==> src/rtl/onehot_updown_counter.sv <==
// onehot_updown_counter
// Bidirectional one-hot ring counter. It steps a single set bit left (up) or
// right (down) around an N-bit ring. It also provides a synchronous load, a
// binary index of the set bit, a wrap pulse and an out-of-range load pulse.
//
// Ports:
//   clock      in   rising-edge clock
//   reset      in   synchronous, active-low reset
//   enable     in   advance one step this cycle when high
//   up         in   1 = step bit i to bit i+1, 0 = step bit i to bit i-1
//   load       in   synchronous load of load_index (wins over enable)
//   load_index in   IW-bit target index for load
//   Q          out  N-bit one-hot state, registered
//   index      out  IW-bit binary index of the set bit in Q, registered
//   wrap       out  one-cycle pulse after an N-1 -> 0 (up) or 0 -> N-1 (down) step
//   load_err   out  one-cycle pulse after a load with load_index >= N
module onehot_updown_counter #(
  parameter int N    = 3,
  parameter int IW   = 2,
  parameter int INIT = 0
) (
  input  logic          clock,
  input  logic          reset,
  input  logic          enable,
  input  logic          up,
  input  logic          load,
  input  logic [IW-1:0] load_index,
  output logic [N-1:0]  Q,
  output logic [IW-1:0] index,
  output logic          wrap,
  output logic          load_err
);

  // N is carried one bit wider than the index so load_index >= N compares cleanly.
  localparam logic [IW:0]   N_L    = (IW+1)'(N);
  localparam logic [IW-1:0] LAST_L = IW'(N - 1);
  localparam logic [IW-1:0] INIT_L = IW'(INIT);
  localparam logic [IW-1:0] ZERO_L = {IW{1'b0}};

  // Decode a binary index into its one-hot pattern.
  function automatic logic [N-1:0] onehot_f(input logic [IW-1:0] idx);
    logic [N-1:0] v;
    v = {N{1'b0}};
    for (int k = 0; k < N; k++) begin
      v[k] = (int'(idx) == k);
    end
    return v;
  endfunction

  logic [N-1:0]  q_r;
  logic [IW-1:0] index_r;
  logic          wrap_r;
  logic          load_err_r;

  logic [N-1:0]  q_next_s;
  logic [IW-1:0] index_next_s;
  logic          wrap_next_s;
  logic          load_err_next_s;
  logic          load_ok_s;

  assign load_ok_s = ({1'b0, load_index} < N_L);

  // Next-state selection: load beats enable, and enable steps in the sampled direction.
  always_comb begin
    q_next_s        = q_r;
    index_next_s    = index_r;
    wrap_next_s     = 1'b0;
    load_err_next_s = 1'b0;
    if (load) begin
      if (load_ok_s) begin
        q_next_s     = onehot_f(load_index);
        index_next_s = load_index;
      end else begin
        q_next_s        = onehot_f(ZERO_L);
        index_next_s    = ZERO_L;
        load_err_next_s = 1'b1;
      end
    end else if (enable) begin
      case (up)
        1'b1: begin
          // Rotate left; bit N-1 comes round to bit 0.
          q_next_s = {q_r[N-2:0], q_r[N-1]};
          if (index_r == LAST_L) begin
            index_next_s = ZERO_L;
            wrap_next_s  = 1'b1;
          end else begin
            index_next_s = index_r + {{(IW-1){1'b0}}, 1'b1};
          end
        end
        1'b0: begin
          // Rotate right; bit 0 comes round to bit N-1.
          q_next_s = {q_r[0], q_r[N-1:1]};
          if (index_r == ZERO_L) begin
            index_next_s = LAST_L;
            wrap_next_s  = 1'b1;
          end else begin
            index_next_s = index_r - {{(IW-1){1'b0}}, 1'b1};
          end
        end
        default: begin
          q_next_s     = q_r;
          index_next_s = index_r;
        end
      endcase
    end else begin
      q_next_s     = q_r;
      index_next_s = index_r;
    end
  end

  // State and output registers with synchronous active-low reset.
  always_ff @(posedge clock) begin
    if (!reset) begin
      q_r        <= onehot_f(INIT_L);
      index_r    <= INIT_L;
      wrap_r     <= 1'b0;
      load_err_r <= 1'b0;
    end else begin
      q_r        <= q_next_s;
      index_r    <= index_next_s;
      wrap_r     <= wrap_next_s;
      load_err_r <= load_err_next_s;
    end
  end

  assign Q        = q_r;
  assign index    = index_r;
  assign wrap     = wrap_r;
  assign load_err = load_err_r;

endmodule

==> config.mk <==
export PLATFORM = sky130hd
export DESIGN_NAME = onehot_updown_counter
export DESIGN_NICKNAME = d
export VERILOG_FILES = /design/src/rtl/onehot_updown_counter.sv
export SDC_FILE = /design/constraint.sdc
export NUM_CORES = 1
export LEC_CHECK = 0
export BUFFER_PORTS_ARGS = -buffer_cell sky130_fd_sc_hd__buf_2
export CAP_MARGIN = 15
export CORE_AREA = 2 2 39 41
export CTS_BUF_LIST = sky130_fd_sc_hd__clkbuf_4 sky130_fd_sc_hd__clkbuf_8 sky130_fd_sc_hd__clkbuf_16
export DETAILED_ROUTE_END_ITERATION = 7
export DIE_AREA = 0 0 41 43
export GPL_ROUTABILITY_DRIVEN = 0
export PLACE_DENSITY = 0.63
export SLEW_MARGIN = 40
export SYNTH_ARGS = -nofsm -noshare
export SYNTH_HDL_FRONTEND = slang
export SYNTH_SLANG_ARGS = --single-unit
==> constraint.sdc <==
create_clock -name clock -period 1.6 [get_ports clock]
set_clock_uncertainty 0.15 [all_clocks]
set_input_delay 0.16 -clock clock [delete_from_list [all_inputs] [get_ports clock]]
set_output_delay 0.16 -clock clock [all_outputs]
set_load 0.01 [all_outputs]
==> report_table.html, run 1 <==
<table>
<tr><th>Metric</th><th>Value</th></tr>
<tr><th colspan="2">Outcome</th></tr>
<tr><td>Status</td><td>completed</td></tr>
<tr><th colspan="2">Layout</th></tr>
<tr><td>Layout Cells excl Fill</td><td>75</td></tr>
<tr><td>Layout cells sized above 1</td><td>30.5%</td></tr>
<tr><td>Final core occ</td><td>38.6%</td></tr>
<tr><td>Final-stage net count</td><td>73</td></tr>
<tr><td>Area of combinational cells with multiple inputs</td><td>260 µm²</td></tr>
<tr><td>Antenna diode count</td><td>0</td></tr>
<tr><td>Area growth, synth to finish</td><td>22.7%</td></tr>
<tr><td>Most used cells in the layout excluding fill and tap cells</td><td>sky130_fd_sc_hd__buf_2, sky130_fd_sc_hd__dfxtp_1, sky130_fd_sc_hd__ha_1, sky130_fd_sc_hd__inv_1</td></tr>
<tr><td>Fill cell count</td><td>152</td></tr>
<tr><td>Area used by sequential logic in the layout</td><td>140 µm²</td></tr>
<tr><td>Most common library cell in the layout ignoring fill and taps</td><td>sky130_fd_sc_hd__buf_2</td></tr>
<tr><th colspan="2">Detailed routing</th></tr>
<tr><td>Post-DR wirelength/cell</td><td>10.3 µm</td></tr>
<tr><td>Vias per Instance</td><td>4.59</td></tr>
<tr><td>Detailed-routing iteration count for the pre-antenna-repair pass</td><td>4</td></tr>
<tr><td>Antenna viol nets, final</td><td>0</td></tr>
<tr><td>Count of vias placed by the detailed router</td><td>344</td></tr>
<tr><td>DRC errors left</td><td>0</td></tr>
<tr><td>Violation count after the first detailed-route iteration</td><td>6</td></tr>
<tr><td>Total detailed-routing wirelength</td><td>771 µm</td></tr>
<tr><th colspan="2">Synthesis</th></tr>
<tr><td>Post-Syn Nets</td><td>57</td></tr>
<tr><td>Share of synthesized area occupied by flip-flops and latches</td><td>32.2%</td></tr>
<tr><td>Post-synthesis average cell area</td><td>9.90 µm²</td></tr>
<tr><td>Post-synthesis instance total</td><td>44</td></tr>
<tr><td>Yosys warning count</td><td>0</td></tr>
<tr><td>Netlist cell types</td><td>18</td></tr>
<tr><td>Post-synth design cell area</td><td>435 µm²</td></tr>
<tr><td>#FFs+latches synth</td><td>7</td></tr>
<tr><th colspan="2">Job</th></tr>
<tr><td>Max-capacitance violation count</td><td>0</td></tr>
<tr><th colspan="2">Timing</th></tr>
<tr><td>Max-slew violations</td><td>0</td></tr>
<tr><td>Period utilization</td><td>85.3%</td></tr>
<tr><td>Worst slew margin relative to its limit</td><td>83.9%</td></tr>
<tr><td>Max Clock Freq</td><td>733 MHz</td></tr>
<tr><td>Total negative slack</td><td>0 ns</td></tr>
<tr><td>Finish-stage setup viols</td><td>0</td></tr>
<tr><td>Final Hold Violating Endpoints</td><td>0</td></tr>
<tr><td>Shortest clock period the worst path allows after layout</td><td>1.36 ns</td></tr>
<tr><td>Least-Margin Pin Slew</td><td>0.240 ns</td></tr>
<tr><td>RSZ-0062 raised after global routing</td><td>no</td></tr>
<tr><th colspan="2">GRT</th></tr>
<tr><td>Number of antenna violations at the first check in global routing</td><td>0</td></tr>
<tr><td>Met3 Resource Use GR</td><td>3.14%</td></tr>
<tr><td>Global-route wire length before repair</td><td>1340 µm</td></tr>
<tr><td>Total grt overflow</td><td>0</td></tr>
<tr><td>Global-route track usage on met2</td><td>15.0%</td></tr>
<tr><td>Busiest metal layer after global routing</td><td>met2</td></tr>
<tr><td>Pin count of the biggest net entering global routing</td><td>11</td></tr>
<tr><td>Via count of the first global-routing pass</td><td>328</td></tr>
<tr><td>Met1 Resource Use GR</td><td>14.8%</td></tr>
<tr><td>GRT Total Usage</td><td>11.2%</td></tr>
<tr><th colspan="2">Worst setup path</th></tr>
<tr><td>Worst Setup Path Type</td><td>flop to flop</td></tr>
<tr><td>Required time of the critical path</td><td>1.61 ns</td></tr>
<tr><td>Kind of end point of the critical path</td><td>flop</td></tr>
<tr><td>Max stage delay cell, worst path</td><td>sky130_fd_sc_hd__dfxtp_1</td></tr>
<tr><td>Crit path cell chain</td><td>inv_1 -&gt; ha_1 -&gt; nor2b_1 -&gt; a211o_1 -&gt; o311ai_1</td></tr>
<tr><td>Startpoint type of the worst setup path</td><td>flop</td></tr>
<tr><td>CP delay by family, top</td><td>flip-flops</td></tr>
<tr><td>Worst Path Arrival</td><td>1.38 ns</td></tr>
<tr><td>Worst-path maximum fanout</td><td>4</td></tr>
<tr><td>Buffers and inverters on the worst path</td><td>1</td></tr>
<tr><td>Largest stage delay, worst path</td><td>0.36 ns</td></tr>
<tr><th colspan="2">Clocking</th></tr>
<tr><td>Library cell used as clock root buffer</td><td>sky130_fd_sc_hd__clkbuf_4</td></tr>
<tr><td>Clock H-tree levels</td><td>1</td></tr>
<tr><td>Clock tree from TritonCTS</td><td>built</td></tr>
<tr><td>Source-to-sink clock delay at the later pin of the worst-skew pair</td><td>0.25 ns</td></tr>
<tr><td>Post-cts resize count</td><td>0</td></tr>
<tr><td>Sink count of the clock tree</td><td>7</td></tr>
<tr><td>CTS buffer count</td><td>3</td></tr>
<tr><td>CTS clk-pin slew, worst paths</td><td>0.06 ns</td></tr>
<tr><td>Buffer count from post-CTS setup fixing</td><td>0</td></tr>
<tr><td>Largest buffer count on any clock path</td><td>2</td></tr>
<tr><td>Number of buffers inserted by hold repair at cts</td><td>0</td></tr>
<tr><th colspan="2">Min path</th></tr>
<tr><td>Path class of the lowest-slack min-delay path</td><td>input pin to flop</td></tr>
<tr><th colspan="2">Power and ir drop</th></tr>
<tr><td>Static leakage power</td><td>0.268 nW</td></tr>
<tr><td>Clk network pwr share</td><td>40.1%</td></tr>
<tr><td>Flop pwr share</td><td>42.7%</td></tr>
<tr><td>Proportion of power drawn by combinational gates</td><td>17.3%</td></tr>
<tr><td>Switching part of the total power</td><td>26.3%</td></tr>
<tr><td>Design internal power</td><td>0.000335 W</td></tr>
<tr><td>Cell area power density</td><td>852 mW/mm²</td></tr>
<tr><td>Largest voltage drop on the vdd net</td><td>0.000337 V</td></tr>
<tr><td>Switching pwr</td><td>0.000120 W</td></tr>
<tr><th colspan="2">Placement</th></tr>
<tr><td>Port buffer count</td><td>13</td></tr>
<tr><td>Final HPWL DP</td><td>602 µm</td></tr>
<tr><td>Total placed cells including tap cells</td><td>71</td></tr>
<tr><th colspan="2">Floorplan</th></tr>
<tr><td>Die area</td><td>0.00176 mm²</td></tr>
<tr><td>Die Span X</td><td>41 µm</td></tr>
<tr><td>Initial core utilization</td><td>31.5%</td></tr>
<tr><td>Die Y-Extent</td><td>43 µm</td></tr>
<tr><td>Standard-cell rows</td><td>14</td></tr>
<tr><td># IOs</td><td>14</td></tr>
<tr><td>Core region area</td><td>0.00138 mm²</td></tr>
</table>
## power groups by stage
stage                     Sequential, W  Combinational, W  Clock [W]
after floorplan                0.000202         0.0000477          0
after global placement         0.000198         0.0000784          0
after detailed placement       0.000198         0.0000792          0
after CTS                      0.000194         0.0000797   0.000189
after global routing           0.000196         0.0000888   0.000200
final                          0.000194         0.0000786   0.000182
## layer usage
metal / wire (µm) / share of wire [%] / vias to the layer above
met2: 333 / 43 / 9
li1: - / - / 183
met5: 0 / 0 / -
met1: 375 / 49 / 150
met3: 55 / 7.1 / 2
met4: 7 / 0.91 / 0
## synth_stat cells
master	number	area, µm²
sky130_fd_sc_hd__a211o_1	1	8.76
sky130_fd_sc_hd__a211oi_1	1	7.51
sky130_fd_sc_hd__and3_1	1	6.26
sky130_fd_sc_hd__buf_2	1	5.00
sky130_fd_sc_hd__buf_6	1	11.3
sky130_fd_sc_hd__dfxtp_1	7	140
sky130_fd_sc_hd__ha_1	6	75.1
sky130_fd_sc_hd__inv_1	5	18.8
sky130_fd_sc_hd__mux2i_1	4	40.0
sky130_fd_sc_hd__nand2_1	1	3.75
sky130_fd_sc_hd__nand2b_1	4	25.0
sky130_fd_sc_hd__nand3_1	2	10.0
sky130_fd_sc_hd__nand3b_4	1	20.0
sky130_fd_sc_hd__nor2_1	2	7.51
sky130_fd_sc_hd__nor2b_1	2	12.5
sky130_fd_sc_hd__o221ai_1	3	26.3
sky130_fd_sc_hd__o311ai_1	1	8.76
sky130_fd_sc_hd__o32ai_1	1	8.76
## sequential cells by signal, indices dropped and copies added (netlist names)
register,flops
Q,3
index,2
load_err,1
wrap,1
## cell families after synthesis
logic type,share of synthesized area (%)
buffers and inverters,8.05
AO/OA/AOI/OAI,13.8
multiplexers,9.20
adder cells (fa/ha/maj),17.2
flip-flops,32.2
AND/OR/NAND/NOR,19.5
## layout make-up
cell class              count  area share [%]
well taps                  16            3.75
inverters                   5            3.51
repair buffers             13            12.2
flip-flops and latches      7            26.2
multi-input cells          30            48.7
clock buffers               4            5.62
## final timing paths
path,from,endpoint,slack (ns),depth (start not counted)
worst max register to register,index[0]$_SDFFE_PN0P_,index[1]$_SDFFE_PN0P_,0.24,5
worst min-delay path,enable,wrap$_SDFF_PP0_,0.06,3
worst max-delay path,index[0]$_SDFFE_PN0P_,index[1]$_SDFFE_PN0P_,0.24,5
worst min register to register,index[1]$_SDFFE_PN0P_,index[1]$_SDFFE_PN0P_,0.42,2
## worst min-delay path: stages
cell	delay [ns]
sky130_fd_sc_hd__buf_2	0.11
sky130_fd_sc_hd__nand3b_4	0.10
sky130_fd_sc_hd__nor2_1	0.05
## metrics by stage
step | hold WS [ns] | instance area (µm²) | setup slack, ns | power (W)
final | 0.0643 | 534 | 0.235 | 0.000455
after global routing | 0.0724 | 534 | 0.144 | 0.000485
after global placement | 0.337 | 504 | 0.270 | 0.000276
after floorplan | 0.163 | 435 | 0.222 | 0.000250
after detailed placement | 0.331 | 504 | 0.230 | 0.000277
after CTS | 0.0552 | 534 | 0.219 | 0.000463
Note: power is estimated with default switching activity, not from simulation.
==> inputs of run 2 (changes only) <==
--- a/config.mk
+++ b/config.mk
@@ -12,7 +12,7 @@
 export DETAILED_ROUTE_END_ITERATION = 7
 export DIE_AREA = 0 0 41 43
 export GPL_ROUTABILITY_DRIVEN = 0
-export PLACE_DENSITY = 0.63
+export PLACE_DENSITY = 0.66
 export SLEW_MARGIN = 40
 export SYNTH_ARGS = -nofsm -noshare
 export SYNTH_HDL_FRONTEND = slang
==> constraint.sdc (replaced) <==
create_clock -name clock -period 1.2 [get_ports clock]
set_clock_uncertainty 0.15 [all_clocks]
set_input_delay 0.12 -clock clock [delete_from_list [all_inputs] [get_ports clock]]
set_output_delay 0.12 -clock clock [all_outputs]
set_load 0.01 [all_outputs]
==> run 2 against run 1 <==
Against the previous run:
- the run now ends with setup timing left
- via count grew 8.7%
- highest routed layer unchanged
- die area did not move
- power up 39%
- largest power group unchanged
- critical path type unchanged
- register-to-register slack worse by 0.28 ns
==> report_table.html, run 2 (same netlist as run 1, synthesis figures left out) <==
<table>
<tr><th>Metric</th><th>Value</th></tr>
<tr><th colspan="2">Worst setup path</th></tr>
<tr><td>Reg-to-reg critical path endpoint</td><td>index[1]$_SDFFE_PN0P_</td></tr>
<tr><td>Max stage delay cell, worst path</td><td>sky130_fd_sc_hd__dfxtp_4</td></tr>
<tr><td>End point of the critical path</td><td>index[1]$_SDFFE_PN0P_</td></tr>
<tr><td>R2R depth</td><td>5 (unchanged)</td></tr>
<tr><td>Buffers and inverters on the worst path</td><td>1 (unchanged)</td></tr>
<tr><td>Logic depth of the worst path, buffers included</td><td>5 (unchanged)</td></tr>
<tr><td>CP delay by family, top</td><td>flip-flops</td></tr>
<tr><td>Largest stage delay, worst path</td><td>0.35 ns (about the same)</td></tr>
<tr><td>Kind of end point of the critical path</td><td>flop</td></tr>
<tr><td>Startpoint of the lowest-slack register-to-register path</td><td>index[0]$_SDFFE_PN0P_</td></tr>
<tr><td>Required time of the critical path</td><td>1.20 ns (-0.41 ns)</td></tr>
<tr><td>Worst-path maximum fanout</td><td>2 (-2)</td></tr>
<tr><td>First element of the critical path</td><td>index[0]$_SDFFE_PN0P_</td></tr>
<tr><td>Worst Setup Path Type</td><td>flop to flop</td></tr>
<tr><td>Startpoint type of the worst setup path</td><td>flop</td></tr>
<tr><td>Crit path cell chain</td><td>inv_4 -&gt; ha_4 -&gt; nor2b_4 -&gt; a211o_1 -&gt; o311ai_1</td></tr>
<tr><td>Worst R2R Setup Slack</td><td>-0.05 ns (-0.28 ns)</td></tr>
<tr><td>Worst Path Arrival</td><td>1.25 ns (-0.13 ns)</td></tr>
<tr><th colspan="2">Timing</th></tr>
<tr><td>Shortest clock period the worst path allows after layout</td><td>1.25 ns (-0.116 ns)</td></tr>
<tr><td>Least-Margin Pin Slew</td><td>0.251 ns (+0.0117 ns)</td></tr>
<tr><td>Finish-stage setup viols</td><td>1 (+1)</td></tr>
<tr><td>Period utilization</td><td>104% (+19 points)</td></tr>
<tr><td>Worst slew margin relative to its limit</td><td>83.1% (-0.78 points)</td></tr>
<tr><td>Max Clock Freq</td><td>801 MHz (+9.3%)</td></tr>
<tr><td>RSZ-0062 raised after global routing</td><td>yes</td></tr>
<tr><td>Worst path setup slack after routing</td><td>-0.0489 ns (-0.284 ns)</td></tr>
<tr><td>Max-slew violations</td><td>0 (unchanged)</td></tr>
<tr><td>Final Hold Violating Endpoints</td><td>0 (unchanged)</td></tr>
<tr><th colspan="2">Detailed routing</th></tr>
<tr><td>DRC errors left</td><td>0 (unchanged)</td></tr>
<tr><td>Detailed-routing iteration count for the pre-antenna-repair pass</td><td>3 (-1)</td></tr>
<tr><td>Count of vias placed by the detailed router</td><td>374 (+8.7%)</td></tr>
<tr><td>Violation count after the first detailed-route iteration</td><td>2 (-4)</td></tr>
<tr><td>Total detailed-routing wirelength</td><td>835 µm (+8.3%)</td></tr>
<tr><td>Antenna viol nets, final</td><td>0 (unchanged)</td></tr>
<tr><td>Post-DR wirelength/cell</td><td>10.4 µm (+1.5%)</td></tr>
<tr><td>Vias per Instance</td><td>4.68 (+1.9%)</td></tr>
<tr><th colspan="2">Layout</th></tr>
<tr><td>Fill cell count</td><td>139 (-8.6%)</td></tr>
<tr><td>Most common library cell in the layout ignoring fill and taps</td><td>sky130_fd_sc_hd__buf_2</td></tr>
<tr><td>Number of flip-flops under the largest register name</td><td>3 (unchanged)</td></tr>
<tr><td>Final-stage net count</td><td>78 (+6.8%)</td></tr>
<tr><td>Antenna diode count</td><td>0 (unchanged)</td></tr>
<tr><td>Final instance area</td><td>612 µm² (+15%)</td></tr>
<tr><td>Layout cells sized above 1</td><td>46.9% (+16 points)</td></tr>
<tr><td>Most used cells in the layout excluding fill and tap cells</td><td>sky130_fd_sc_hd__buf_2, sky130_fd_sc_hd__dfxtp_1, sky130_fd_sc_hd__buf_4</td></tr>
<tr><td>Area growth, synth to finish</td><td>40.5%</td></tr>
<tr><th colspan="2">Floorplan</th></tr>
<tr><td>Initial core utilization</td><td>31.5% (unchanged)</td></tr>
<tr><td>Die Span X</td><td>41 µm (unchanged)</td></tr>
<tr><td># IOs</td><td>14 (unchanged)</td></tr>
<tr><td>Core region area</td><td>0.00138 mm² (unchanged)</td></tr>
<tr><td>Die area</td><td>0.00176 mm² (unchanged)</td></tr>
<tr><td>Die Y-Extent</td><td>43 µm (unchanged)</td></tr>
<tr><td>Standard-cell rows</td><td>14 (unchanged)</td></tr>
<tr><th colspan="2">GRT</th></tr>
<tr><td>GRT Total Usage</td><td>11.7% (+0.43 points)</td></tr>
<tr><td>Via count of the first global-routing pass</td><td>360 (+9.8%)</td></tr>
<tr><td>Global-route wire length before repair</td><td>1400 µm (+4.6%)</td></tr>
<tr><td>Total grt overflow</td><td>0 (unchanged)</td></tr>
<tr><td>Number of antenna violations at the first check in global routing</td><td>0 (unchanged)</td></tr>
<tr><td>Pin count of the biggest net entering global routing</td><td>10 (-1)</td></tr>
<tr><th colspan="2">Power and ir drop</th></tr>
<tr><td>Static leakage power</td><td>0.298 nW (+11%)</td></tr>
<tr><td>Post-route total power</td><td>0.000630 W (+39%)</td></tr>
<tr><td>Largest voltage drop on the vdd net</td><td>0.000378 V (+12%)</td></tr>
<tr><td>Cell area power density</td><td>1030 mW/mm² (+21%)</td></tr>
<tr><th colspan="2">Clocking</th></tr>
<tr><td>CTS buffer count</td><td>3 (unchanged)</td></tr>
<tr><td>Sink count of the clock tree</td><td>7 (unchanged)</td></tr>
<tr><td>CTS clk-pin slew, worst paths</td><td>0.05 ns (about the same)</td></tr>
<tr><td>Source-to-sink clock delay at the later pin of the worst-skew pair</td><td>0.25 ns (about the same)</td></tr>
<tr><td>Library cell used as clock root buffer</td><td>sky130_fd_sc_hd__clkbuf_4</td></tr>
<tr><td>Largest buffer count on any clock path</td><td>2 (unchanged)</td></tr>
<tr><td>Clock H-tree levels</td><td>1 (unchanged)</td></tr>
<tr><td>Buffer count from post-CTS setup fixing</td><td>0 (unchanged)</td></tr>
<tr><td>Clock tree from TritonCTS</td><td>built</td></tr>
<tr><th colspan="2">Min path</th></tr>
<tr><td>Path class of the lowest-slack min-delay path</td><td>input pin to flop</td></tr>
<tr><td>Launch point of the worst hold path</td><td>enable</td></tr>
<tr><th colspan="2">Outcome</th></tr>
<tr><td>Status</td><td>complete, but fails checks</td></tr>
<tr><td>Failing checks</td><td>setup timing</td></tr>
<tr><th colspan="2">Placement</th></tr>
<tr><td>Post-Place Setup Slack</td><td>-0.0920 ns (-0.322 ns)</td></tr>
<tr><td>Port buffer count</td><td>13 (unchanged)</td></tr>
<tr><td>Final HPWL DP</td><td>636 µm (+5.7%)</td></tr>
<tr><td>Placed standard-cell area</td><td>547 µm² (+8.4%)</td></tr>
<tr><th colspan="2">Job</th></tr>
<tr><td>Max-capacitance violation count</td><td>0 (unchanged)</td></tr>
</table>
-- run 2: cell type report --
cell class | count | area, µm² | area share [%]
multi-input combinational | 30 | 293 | 47.9
sequential | 7 | 145 | 23.7
timing repair buffer | 18 | 103 | 16.8
clock buffer | 4 | 30.0 | 4.91
inverter | 5 | 21.3 | 3.48
tap | 16 | 20.0 | 3.27
-- run 2: power by group --
| group | internal (W) | switching, W |
|---|---|---|
| Clock | 0.000149 | 0.0000850 |
| Sequential | 0.000247 | 0.0000112 |
| Combinational | 0.0000713 | 0.0000662 |
-- run 2: worst min path at each step --
stage	slack, ns	cells after the start	end
floorplan	0.12	1	load_err$_SDFF_PN0_
global placement	0.30	3	wrap$_SDFF_PP0_
detailed placement	0.30	3	wrap$_SDFF_PP0_
CTS	0.03	3	wrap$_SDFF_PP0_
global route	0.06	3	wrap$_SDFF_PP0_
finish	0.04	3	wrap$_SDFF_PP0_
-- run 2: tightest hold or removal path, stage by stage --
cell                       delay, ns
sky130_fd_sc_hd__buf_2          0.12
sky130_fd_sc_hd__nand3b_4       0.10
sky130_fd_sc_hd__nor2_1         0.05
-- run 2: metal layers --
metal	track usage, %	share of wire [%]	wire [µm]
met1	14.2	45	378
met2	17.8	47	396
met3	3.14	6.1	51
met4	6.00	1.1	9
met5	0	0	0
-- run 2: through the flow --
step                      utilization [%]  std cells  hold WS [ns]  setup TNS, ns
final                                44.2         80        0.0391        -0.0489
after global routing                 44.2         80        0.0594         -0.151
after CTS                            42.6         80        0.0327         -0.108
after detailed placement             39.5         76         0.300         -0.123
after global placement               39.5         76         0.300         -0.109
after floorplan                         -         44         0.123        -0.0977
-- run 2: timing repair --
item                       4_1_cts  5_1_grt
setup endpoints to repair        2        2
hold endpoints to repair         0        0
pin swaps                        2        1
hold buffers                     0        0
resized for setup                2        4
